<file path="src/rtl/ll_head_table_frontend_pkg.sv">
// Shared linked-list definitions: key/pointer widths, opcodes, head-table
// entry layout and the head-table front-end state encoding.
package linked_list;

   localparam int LL_KEY_WIDTH      = 16;
   localparam int LL_HEAD_PTR_WIDTH = 10;

   localparam logic [1:0] LL_OP_INSERT = 2'd0;
   localparam logic [1:0] LL_OP_DELETE = 2'd1;
   localparam logic [1:0] LL_OP_DEQ    = 2'd2;

   // One head RAM entry: val marks a non-empty bucket.
   typedef struct packed {
      logic                         val;
      logic [LL_HEAD_PTR_WIDTH-1:0] ptr;
   } ll_head_entry_t;

   typedef enum logic [2:0] {
      INIT,
      IDLE,
      READ,
      ISSUE,
      WAIT
   } ll_ht_fe_state_t;

   // True for the opcodes that need the engine; anything else is dropped.
   function automatic logic ll_op_is_cmd(input logic [1:0] op);
      return (op == LL_OP_INSERT) || (op == LL_OP_DELETE) || (op == LL_OP_DEQ);
   endfunction

endpackage

</file>
<file path="src/rtl/ll_head_table_frontend_ram.sv">
// Head pointer RAM: one write port, one read port with a registered
// (1-cycle) read. No reset on the array; the front-end clears it in INIT.
module ll_head_ram #(
   parameter int ADDR_WIDTH = 8,
   parameter int DATA_WIDTH = 11
) (
   input  logic                  clk_i,
   input  logic                  wr_en_i,
   input  logic [ADDR_WIDTH-1:0] wr_addr_i,
   input  logic [DATA_WIDTH-1:0] wr_data_i,
   input  logic                  rd_en_i,
   input  logic [ADDR_WIDTH-1:0] rd_addr_i,
   output logic [DATA_WIDTH-1:0] rd_data_o
);

   logic [DATA_WIDTH-1:0] r_mem [2**ADDR_WIDTH];

   // Write port.
   always_ff @(posedge clk_i) begin
      if (wr_en_i) r_mem[wr_addr_i] <= wr_data_i;
   end

   // Registered read port.
   always_ff @(posedge clk_i) begin
      if (rd_en_i) rd_data_o <= r_mem[rd_addr_i];
   end

endmodule

</file>
<file path="src/rtl/ll_head_table_frontend.sv">
// Head-table front-end of the linked-list engine. Hashes request keys to a
// bucket, reads the bucket head, issues one command to the engine and commits
// the engine's head write-back. Only one command is ever outstanding.
// Optional wait watchdog (err_timeout_o) enabled by LL_HT_TIMEOUT_EN.
//
// Handshakes: a transfer happens on a rising clock edge where valid and ready
// are both high; while valid is high and ready is low the payload holds.
module ll_head_table_frontend
   import linked_list::*;
#(
   parameter int BUCKET_WIDTH   = 8,
   parameter int KEY_WIDTH      = LL_KEY_WIDTH,
   parameter int PTR_WIDTH      = LL_HEAD_PTR_WIDTH
`ifdef LL_HT_TIMEOUT_EN
   ,parameter int TIMEOUT_CYCLES = 1024
`endif
) (
   input  logic                 clk_i,
   input  logic                 rst_n_i,
   input  logic                 req_valid_i,
   output logic                 req_ready_o,
   input  logic [KEY_WIDTH-1:0] req_key_i,
   input  logic [1:0]           req_opcode_i,
   output logic                 ll_cmd_valid_o,
   input  logic                 ll_cmd_ready_i,
   output logic [KEY_WIDTH-1:0] ll_cmd_key_o,
   output logic [1:0]           ll_cmd_opcode_o,
   output logic [PTR_WIDTH-1:0] ll_cmd_head_ptr_o,
   output logic                 ll_cmd_head_ptr_val_o,
   input  logic                 ll_res_valid_i,
   input  logic                 ll_res_ready_i,
   input  logic                 ht_wr_en_i,
   input  logic [PTR_WIDTH-1:0] ht_wr_data_ptr_i,
   input  logic                 ht_wr_data_ptr_val_i,
   output logic                 init_done_o,
`ifdef LL_HT_TIMEOUT_EN
   output logic                 err_timeout_o,
`endif
   output ll_ht_fe_state_t      dbg_state_o,
   output logic                 busy_o
);

   localparam int NSLICE = (KEY_WIDTH + BUCKET_WIDTH - 1) / BUCKET_WIDTH;
   localparam int EXT_W  = NSLICE * BUCKET_WIDTH;

   ll_head_entry_t r_unused_entry_layout_ref; // layout reference only
   assign r_unused_entry_layout_ref = '0;

   ll_ht_fe_state_t          r_state, w_next_state;
   logic [BUCKET_WIDTH-1:0]  r_clear_addr;
   logic                     r_init_done;
   logic [KEY_WIDTH-1:0]     r_key;
   logic [1:0]               r_opcode;
   logic [BUCKET_WIDTH-1:0]  r_bucket;
   logic [PTR_WIDTH-1:0]     r_head_ptr;
   logic                     r_head_val;

   logic [EXT_W-1:0]         w_key_ext;
   logic [BUCKET_WIDTH-1:0]  w_bucket;
   logic                     w_accept;
   logic                     w_rd_en;
   logic                     w_wr_en;
   logic [BUCKET_WIDTH-1:0]  w_wr_addr;
   logic [PTR_WIDTH:0]       w_wr_data;
   logic [PTR_WIDTH:0]       w_rd_data;
   logic                     w_res_fire;

   assign w_res_fire = ll_res_valid_i && ll_res_ready_i;

   // Bucket hash: zero-extend the key and XOR-fold it into BUCKET_WIDTH bits.
   always_comb begin
      w_key_ext = EXT_W'(req_key_i);
      w_bucket  = '0;
      for (int i = 0; i < NSLICE; i++) begin
         w_bucket = w_bucket ^ w_key_ext[i*BUCKET_WIDTH +: BUCKET_WIDTH];
      end
   end

`ifdef LL_HT_TIMEOUT_EN
   localparam int CNT_W = $clog2(TIMEOUT_CYCLES + 1);
   logic [CNT_W-1:0] r_wait_cnt;
   logic             r_err_timeout;
   logic             w_timeout;
`endif

   // State register.
   always_ff @(posedge clk_i or negedge rst_n_i) begin
      if (!rst_n_i) r_state <= INIT;
      else          r_state <= w_next_state;
   end

   // Next state plus RAM port control.
   always_comb begin
      w_next_state = r_state;
      w_accept     = 1'b0;
      w_rd_en      = 1'b0;
      w_wr_en      = 1'b0;
      w_wr_addr    = r_bucket;
      w_wr_data    = '0;
`ifdef LL_HT_TIMEOUT_EN
      w_timeout    = 1'b0;
`endif
      case (r_state)
         INIT: begin
            w_wr_en   = 1'b1;
            w_wr_addr = r_clear_addr;
            if (r_clear_addr == '1) w_next_state = IDLE;
         end
         IDLE: begin
            if (req_valid_i) begin
               w_accept = 1'b1;
               if (ll_op_is_cmd(req_opcode_i)) begin
                  w_rd_en      = 1'b1;
                  w_next_state = READ;
               end
            end
         end
         READ: w_next_state = ISSUE;
         ISSUE: begin
            if (ll_cmd_ready_i) w_next_state = WAIT;
         end
         WAIT: begin
            if (ht_wr_en_i) begin
               w_wr_en   = 1'b1;
               w_wr_data = {ht_wr_data_ptr_val_i, ht_wr_data_ptr_i};
            end
            if (w_res_fire) begin
               w_next_state = IDLE;
            end
`ifdef LL_HT_TIMEOUT_EN
            else if (r_wait_cnt == CNT_W'(TIMEOUT_CYCLES - 1)) begin
               w_next_state = IDLE;
               w_timeout    = 1'b1;
            end
`endif
         end
         default: w_next_state = INIT;
      endcase
   end

   // Clear sweep, request latch and command payload registers.
   always_ff @(posedge clk_i or negedge rst_n_i) begin
      if (!rst_n_i) begin
         r_clear_addr <= '0;
         r_init_done  <= 1'b0;
         r_key        <= '0;
         r_opcode     <= '0;
         r_bucket     <= '0;
         r_head_ptr   <= '0;
         r_head_val   <= 1'b0;
      end else begin
         if (r_state == INIT) begin
            r_clear_addr <= r_clear_addr + BUCKET_WIDTH'(1);
            if (r_clear_addr == '1) r_init_done <= 1'b1;
         end
         if (w_accept) begin
            r_key    <= req_key_i;
            r_opcode <= req_opcode_i;
            r_bucket <= w_bucket;
         end
         if (r_state == READ) begin
            {r_head_val, r_head_ptr} <= w_rd_data;
         end
      end
   end

`ifdef LL_HT_TIMEOUT_EN
   // Wait watchdog: cleared while issuing, counts every WAIT cycle.
   always_ff @(posedge clk_i or negedge rst_n_i) begin
      if (!rst_n_i) begin
         r_wait_cnt    <= '0;
         r_err_timeout <= 1'b0;
      end else begin
         if (r_state == ISSUE)     r_wait_cnt <= '0;
         else if (r_state == WAIT) r_wait_cnt <= r_wait_cnt + CNT_W'(1);
         if (w_timeout) r_err_timeout <= 1'b1;
      end
   end

   assign err_timeout_o = r_err_timeout;
`endif

   ll_head_ram #(
      .ADDR_WIDTH (BUCKET_WIDTH),
      .DATA_WIDTH (PTR_WIDTH + 1)
   ) u_head_ram (
      .clk_i     (clk_i),
      .wr_en_i   (w_wr_en),
      .wr_addr_i (w_wr_addr),
      .wr_data_i (w_wr_data),
      .rd_en_i   (w_rd_en),
      .rd_addr_i (w_bucket),
      .rd_data_o (w_rd_data)
   );

   assign req_ready_o           = (r_state == IDLE);
   assign ll_cmd_valid_o        = (r_state == ISSUE);
   assign ll_cmd_key_o          = r_key;
   assign ll_cmd_opcode_o       = r_opcode;
   assign ll_cmd_head_ptr_o     = r_head_ptr;
   assign ll_cmd_head_ptr_val_o = r_head_val;
   assign init_done_o           = r_init_done;
   assign busy_o                = (r_state != IDLE);
   assign dbg_state_o           = r_state;

endmodule

</file>
<file path="config.mk">
export PLATFORM = sky130hd
export DESIGN_NAME = ll_head_table_frontend
export DESIGN_NICKNAME = d
export VERILOG_FILES = /design/src/rtl/ll_head_table_frontend_pkg.sv /design/src/rtl/ll_head_table_frontend_ram.sv /design/src/rtl/ll_head_table_frontend.sv
export SDC_FILE = /design/constraint.sdc
export NUM_CORES = 2
export LEC_CHECK = 0
export CORE_ASPECT_RATIO = 1.25
export CORE_MARGIN = 5
export CORE_UTILIZATION = 56
export DETAILED_ROUTE_END_ITERATION = 10
export DONT_BUFFER_PORTS = 1
export PLACE_DENSITY = 0.74
export SLEW_MARGIN = 15
export SYNTH_ARGS = -nofsm -noshare
export SYNTH_HDL_FRONTEND = slang
export SYNTH_SLANG_ARGS = --single-unit
</file>
<file path="constraint.sdc">
create_clock -name clk_i -period 5.5 [get_ports clk_i]
set_input_delay 1.1 -clock clk_i [delete_from_list [all_inputs] [get_ports clk_i]]
set_output_delay 1.1 -clock clk_i [all_outputs]
set_load 0.005 [all_outputs]
</file>
==> Word level (Yosys, flattened, before mapping) <==
Memory sizes are Yosys's and may differ from the RTL's. A register that Yosys moved wholly into a read port is not among the register bits.
Cells that the tools add are included.
Widths: inputs -> output; s select.
{ "totals": {"reg_bits": 49, "latch_bits": 0, "mem_bits_rw": 2816, "mem_bits_ro": 0, "inputBits": 36, "output_inout_bits": 36, "elab_cells": 49, "mem_count": 1} }
{ "classes": {"add_sub_neg": 1, "n_mul": 0, "n_div": 0, "order_cmp": 0, "eq_ne": 13, "shift": 0, "mux": 18, "bitwise": 1, "reduce_logical": 7} }
{ "mem_list": {"columns": ["name", "words", "word_bits", "rd", "rd_clocked_by_memory_dff", "wr", "line_no", "source"], "rows": [
  ["u_head_ram.r_mem", 256, 11, 1, 1, 1, "ll_head_table_frontend_ram.sv:16", "logic [DATA_WIDTH-1:0] r_mem [2**ADDR_WIDTH];"]
]} }
{ "op_table": {"columns": ["op", "count"], "rows": [
  ["$mux 11", 2],
  ["$mux 3", 5],
  ["$pmux 3 s5", 1],
  ["$add 8x1->8 const B", 1],
  ["$eq 8x8->1 const B", 1],
  ["$mux 1", 8],
  ["$mux 8", 1],
  ["$xor 8x8->8", 1],
  ["$eq 3x2->1 const B", 2],
  ["$ne 2x1->1 const B", 3],
  ["$reduce_and 5->1", 1],
  ["$ne 2x2->1 const B", 2],
  ["$eq 3x1->1 const B", 1],
  ["$eq 3x3->1 const B", 1],
  ["$logic_not 3->1", 1],
  ["$ne 3x1->1 const B", 1],
  ["$eq 2x1->1 const B", 1],
  ["$eq 2x2->1 const B", 1],
  ["$logic_not 2->1", 1],
  ["$logic_or 1x1->1", 2],
  ["$pmux 1 s2", 1],
  ["$reduce_and 2->1", 1],
  ["$logic_and 1x1->1", 1]
]} }

==> Depth between registers and ports, before layout <==
{ "logic_depth": {"depth_word": 6, "depth_mapped": 10, "depth_no_buf": 7} }

==> Modules after synthesis <==
A second synthesis with hierarchy kept.
{ "hier_totals": {"hier_cells": 5169, "area_unflattened_um2": 111200.4} }
{ "by_module_without_submodules": {"columns": ["module", "instances", "cells_per_inst", "area_each_um2", "seq_area_each_um2"], "rows": [
  ["ll_head_ram", 1, 4999, 108823.1, 84891.4],
  ["ll_head_table_frontend", 1, 170, 2377.3, 1226.2]
]} }

==> Least setup slack after synthesis <==
Ideal clock, no wire load.
{ "synth_timing": {"kind": "input to register", "start": "input ht_wr_en_i", "end": "memory u_head_ram.r_mem[0][0], data pin", "setup_ps": 870, "arrival_time_ps": 4745, "t_required_ps": 4630, "setup_slack_ps": -115, "path_stages": 3, "n_path_buf": 1, "cell_sequence": "and3_1 clkbuf_1 and2_1"} }
{ "synth_via": {"elab_chain_cells": 2} }
{ "synth_lines": {"columns": ["item", "line_no", "source"], "rows": [
  ["start: declaration", "ll_head_table_frontend.sv:32", "input logic ht_wr_en_i,"],
  ["$mux 11", "ll_head_table_frontend.sv:123", "if (ht_wr_en_i) begin"],
  ["$mux 11", "ll_head_table_frontend.sv:103", "case (r_state)"],
  ["via u_head_ram.wr_data_i[0]", "ll_head_table_frontend_ram.sv:10", "input logic [DATA_WIDTH-1:0] wr_data_i,"],
  ["end: declaration", "ll_head_table_frontend_ram.sv:16", null]
]} }
The timed path passes the listed nets, and every way through them passes these cells.

==> Worst setup path in the final report <==
{ "layout_timing": {"start": "register r_state[2], in the netlist dbg_state_o[2]", "end": "memory u_head_ram.r_mem[97][6], enable pin"} }
{ "layout_via": {"elab_chain_cells": 4, "elab_cells_between_ends": 6, "cone_classes": "eq/ne: 1; mux: 4; reduce/logical: 1"} }
{ "layout_lines": {"columns": ["item", "line_no", "source"], "rows": [
  ["start: declaration", "ll_head_table_frontend.sv:49", "ll_ht_fe_state_t r_state, w_next_state;"],
  ["start signal: assignment", "ll_head_table_frontend.sv:89", "else r_state <= w_next_state;"],
  ["$eq 3x3->1 or $logic_not 3->1 (tied branches)", "ll_head_table_frontend.sv:103", null],
  ["$pmux 1 s2", "ll_head_table_frontend.sv:103", null],
  ["$mux 1", "ll_head_table_frontend_ram.sv:20", "if (wr_en_i) r_mem[wr_addr_i] <= wr_data_i;"],
  ["$mux 1 (not written as such)", "ll_head_table_frontend_ram.sv:20", null]
]} }
Parallel ways exist; a longest one is shown, timed or not.

==> flow_metrics.py <==
metrics = {
    "logic_synthesis": {
        "synth-async-reset-ratio_pct": 1.70,
        "synthCells": 6165,
        "synth_warnings": 0,
        "synthFlopType": "edfxtp_1",
        "yosysMostFrequentCell": "edfxtp_1",
        "synth_fp_nets": 6202,
        "synth_cell_types": 34,
        "synth.cell_area_sq_mm": 0.111,
        "avgSynthCellArea_sq_um": 17.9,
        "ys_seq_area_share_pct": 77.9,
        "yosys.area.top_type": "edfxtp_1",
        "yosys_register_bits": 2876,
        "synthTopCellsByArea": "edfxtp_1 (77%), mux2i_1 (13%), o22ai_1 (4.5%), dfrtp_1 (1.1%), nor4_1 (1.1%)",
        "yosys.area.top_type_share_pct": 76.8,
        "synth_commonest_cells": "edfxtp_1 (2827), mux2i_1 (1408), o22ai_1 (792)",
        "synth_edf_count": 2827,
    },
    "die": {
        "fp.dieW_um": 407,
        "start_util_pct": 56.3,
        "row_count": 182,
        "ios": 72,
        "die_h_um": 507,
        "core_sq_mm": 0.197,
        "dieArea_sq_mm": 0.206,
    },
    "timing": {
        "slew_headroom_pct": 19.1,
        "setup_viol": 0,
        "fin_crit_ns": 4.22,
        "worstMarginPinSlew_ns": 1.20,
        "rsz0062_at_grt": "no",
        "slew_viol_final": 0,
        "fmax_mhz": 237,
        "tns_ns": 0,
        "hold-worst-slack_ns": 0.316,
        "clock_skew_ns": 0.0543,
        "hold_violations": 0,
        "period_share_pct": 76.8,
    },
    "worst_setup_path": {
        "worstPathCellList": "or3_1 -> or3_1 -> o31ai_1 -> buf_4 -> nand3_2 -> buf_4 -> nor2_1",
        "endpoint": "u_head_ram.r_mem[97][6]",
        "crit_path_max_incr_delay_ns": 0.93,
        "rr_worst_depth": 7,
        "r2r_slack_ns": 1.28,
        "worst_setup_path_start_kind": "flip-flop",
        "crit_path_start": "dbg_state_o[2]",
        "timing.rr.end": "u_head_ram.r_mem[97][6]",
        "arrival_ns": 4.79,
        "cpMaxStageDelayCell": "nor2_1",
        "cp_data_required_time_ns": 6.07,
        "end_kind": "flip-flop",
        "cp_max_fo": 19,
        "crit_type": "reg -> reg",
        "timing.rr.start": "dbg_state_o[2]",
    },
    "place": {
        "place_congestion": 0.878,
        "place_hpwl_um": 172000,
        "portBuffers": 0,
    },
    "clock_network": {
        "cts_root_buf": "clkbuf_16",
        "cts_tree": "done",
        "clkLatencyLatePin_ns": 0.93,
        "numCtsBuffers": 279,
        "cts-resized-gates": 0,
        "cts_sinks": 2876,
        "path_clk_slew_ns": 0.06,
        "clock_path_buffers": 4,
        "h-tree-depth": 5,
    },
    "power_and_ir_drop": {
        "p_total_mw": 47.8,
        "p_int_mw": 36.1,
        "swShare_pct": 24.5,
        "p_seq_share_pct": 51.8,
        "power.density_mw_per_mm2": 385,
        "pwr-share-comb_pct": 11.2,
        "ir_drop_mv": 0.295,
        "pwr-share-clk_pct": 37.1,
        "power.leakage_nw": 44.5,
        "power.switching_mw": 11.7,
    },
    "outcome": {
        "status": "completed",
    },
    "final_layout": {
        "drive_above_1_share_pct": 12.4,
        "final_util_pct": 63.3,
        "area_delta_synth_final_pct": 12.6,
        "fillers": 13200,
        "finish.net_count": 6489,
    },
    "route": {
        "antenna_left": 0,
        "num_vias": 60200,
        "vias_per_cell": 6.54,
        "detail_route.wl_per_cell_um": 30.6,
        "drt-initial-drc-count": 7588,
        "postRouteWirelength_um": 282000,
        "dr.pass1.iters": 8,
        "remaining_drc_errors": 0,
    },
    "min_path": {
        "hold_path.class": "in -> reg",
    },
    "global_route": {
        "antenna_found_initial": 7,
        "first_global_vias": 59100,
        "grt_pass1_wl_um": 404000,
        "grt_max_degree": 147,
        "grt_usage_pct": 26.7,
        "overflow": 0,
    },
    "job": {
        "max-cap-violations": 0,
    },
}
==> metal layers <==
metal	part of all wire, %	global-route usage (%)
met3	10	5.54
met4	5.4	13.0
met2	48	43.4
met1	36	34.8
met5	0.0046	0
==> layout make-up <==
class | count | area, sq um | share of cell area [%]
clock buffers | 359 | 7470 | 6.00
diodes | 6 | 15.0 | 0.0121
clock inverters | 98 | 767 | 0.616
multi-input cells | 2910 | 23100 | 18.5
repair buffers | 382 | 3770 | 3.03
well taps | 2576 | 3220 | 2.59
flip-flops and latches | 2876 | 86100 | 69.2
inverters | 3 | 11.3 | 0.00905
==> critical path, delay by kind of cell, from the launching register on <==
kind | cells | cell delay [ns]
and+or+nand+nor | 4 | 2.57
buffers and inverters | 2 | 0.67
DFF | 1 | 0.51
AOI/OAI and AO/OA | 1 | 0.07
==> per-stage QoR <==
step	area, sq um	worst slack [ns]	instances
2_1_floorplan	111000	0.130	6165
3_3_place_gp	116000	0.591	8745
3_5_place_dp	116000	0.558	8745
4_1_cts	124000	1.40	9204
5_1_grt	124000	1.17	9205
6_report	124000	1.28	9210
==> what timing repair did <==
action                                 4_1_cts  5_1_grt
endpoints found under the hold margin       49        0
hold buffers                                 2        0
setup buffers                                0        0
==> cell usage in the layout, fill, tap and decap left out, types with 49 or more instances in the layout <==
master and n:
nor4_1 187, mux2i_1 1408, edfxtp_1 2827, o22ai_1 792, buf_4 310, clkbuf_16 286
nand2_1 55, clkbuf_1 69, buf_12 70, dfrtp_1 49, nor2_1 261
==> power by group through the flow <==
| stage | logic [mW] | registers [mW] | clock network, mW |
|---|---|---|---|
| after detailed placement | 5.20 | 25.2 | 0 |
| after global routing | 5.50 | 24.8 | 18.8 |
| after floorplan | 2.98 | 25.1 | 0 |
| after global placement | 5.11 | 25.2 | 0 |
| final | 5.34 | 24.8 | 17.7 |
| after CTS | 5.23 | 24.8 | 17.9 |
==> flip-flops by register name, indices dropped and copies added (netlist names) <==
register,count
init_done_o,1
ll_cmd_key_o,16
ll_cmd_head_ptr_o,10
ll_cmd_head_ptr_val_o,1
dbg_state_o,3
r_bucket,8
u_head_ram.r_mem,2816
ll_cmd_opcode_o,2
u_head_ram.rd_data_o,11
r_clear_addr,8
==> cells by family after synthesis <==
kind of cell / Yosys count / share of synthesized area [%]
adder cells (fa/ha/maj): 1 / 0.0113
multiplexers: 1437 / 13.0
XOR/XNOR: 18 / 0.149
AND/OR/NAND/NOR: 641 / 2.82
flip-flops: 2876 / 77.9
AO/OA/AOI/OAI: 813 / 4.59
buffers and inverters: 379 / 1.48
==> worst min-delay path by stage <==
stage | start | depth (start not counted) | end | slack, ns
after CTS | req_key_i[0] | 1 | ll_cmd_key_o[0] | 0.27
after global routing | req_key_i[0] | 1 | ll_cmd_key_o[0] | 0.28
after global placement | ll_cmd_key_o[3] | 1 | ll_cmd_key_o[3] | 0.52
after detailed placement | init_done_o | 1 | init_done_o | 0.53
after floorplan | u_head_ram.rd_data_o[10] | 1 | ll_cmd_head_ptr_val_o | 0.45
final | req_key_i[4] | 1 | ll_cmd_key_o[4] | 0.32
Power figures use the tool's default switching activity.
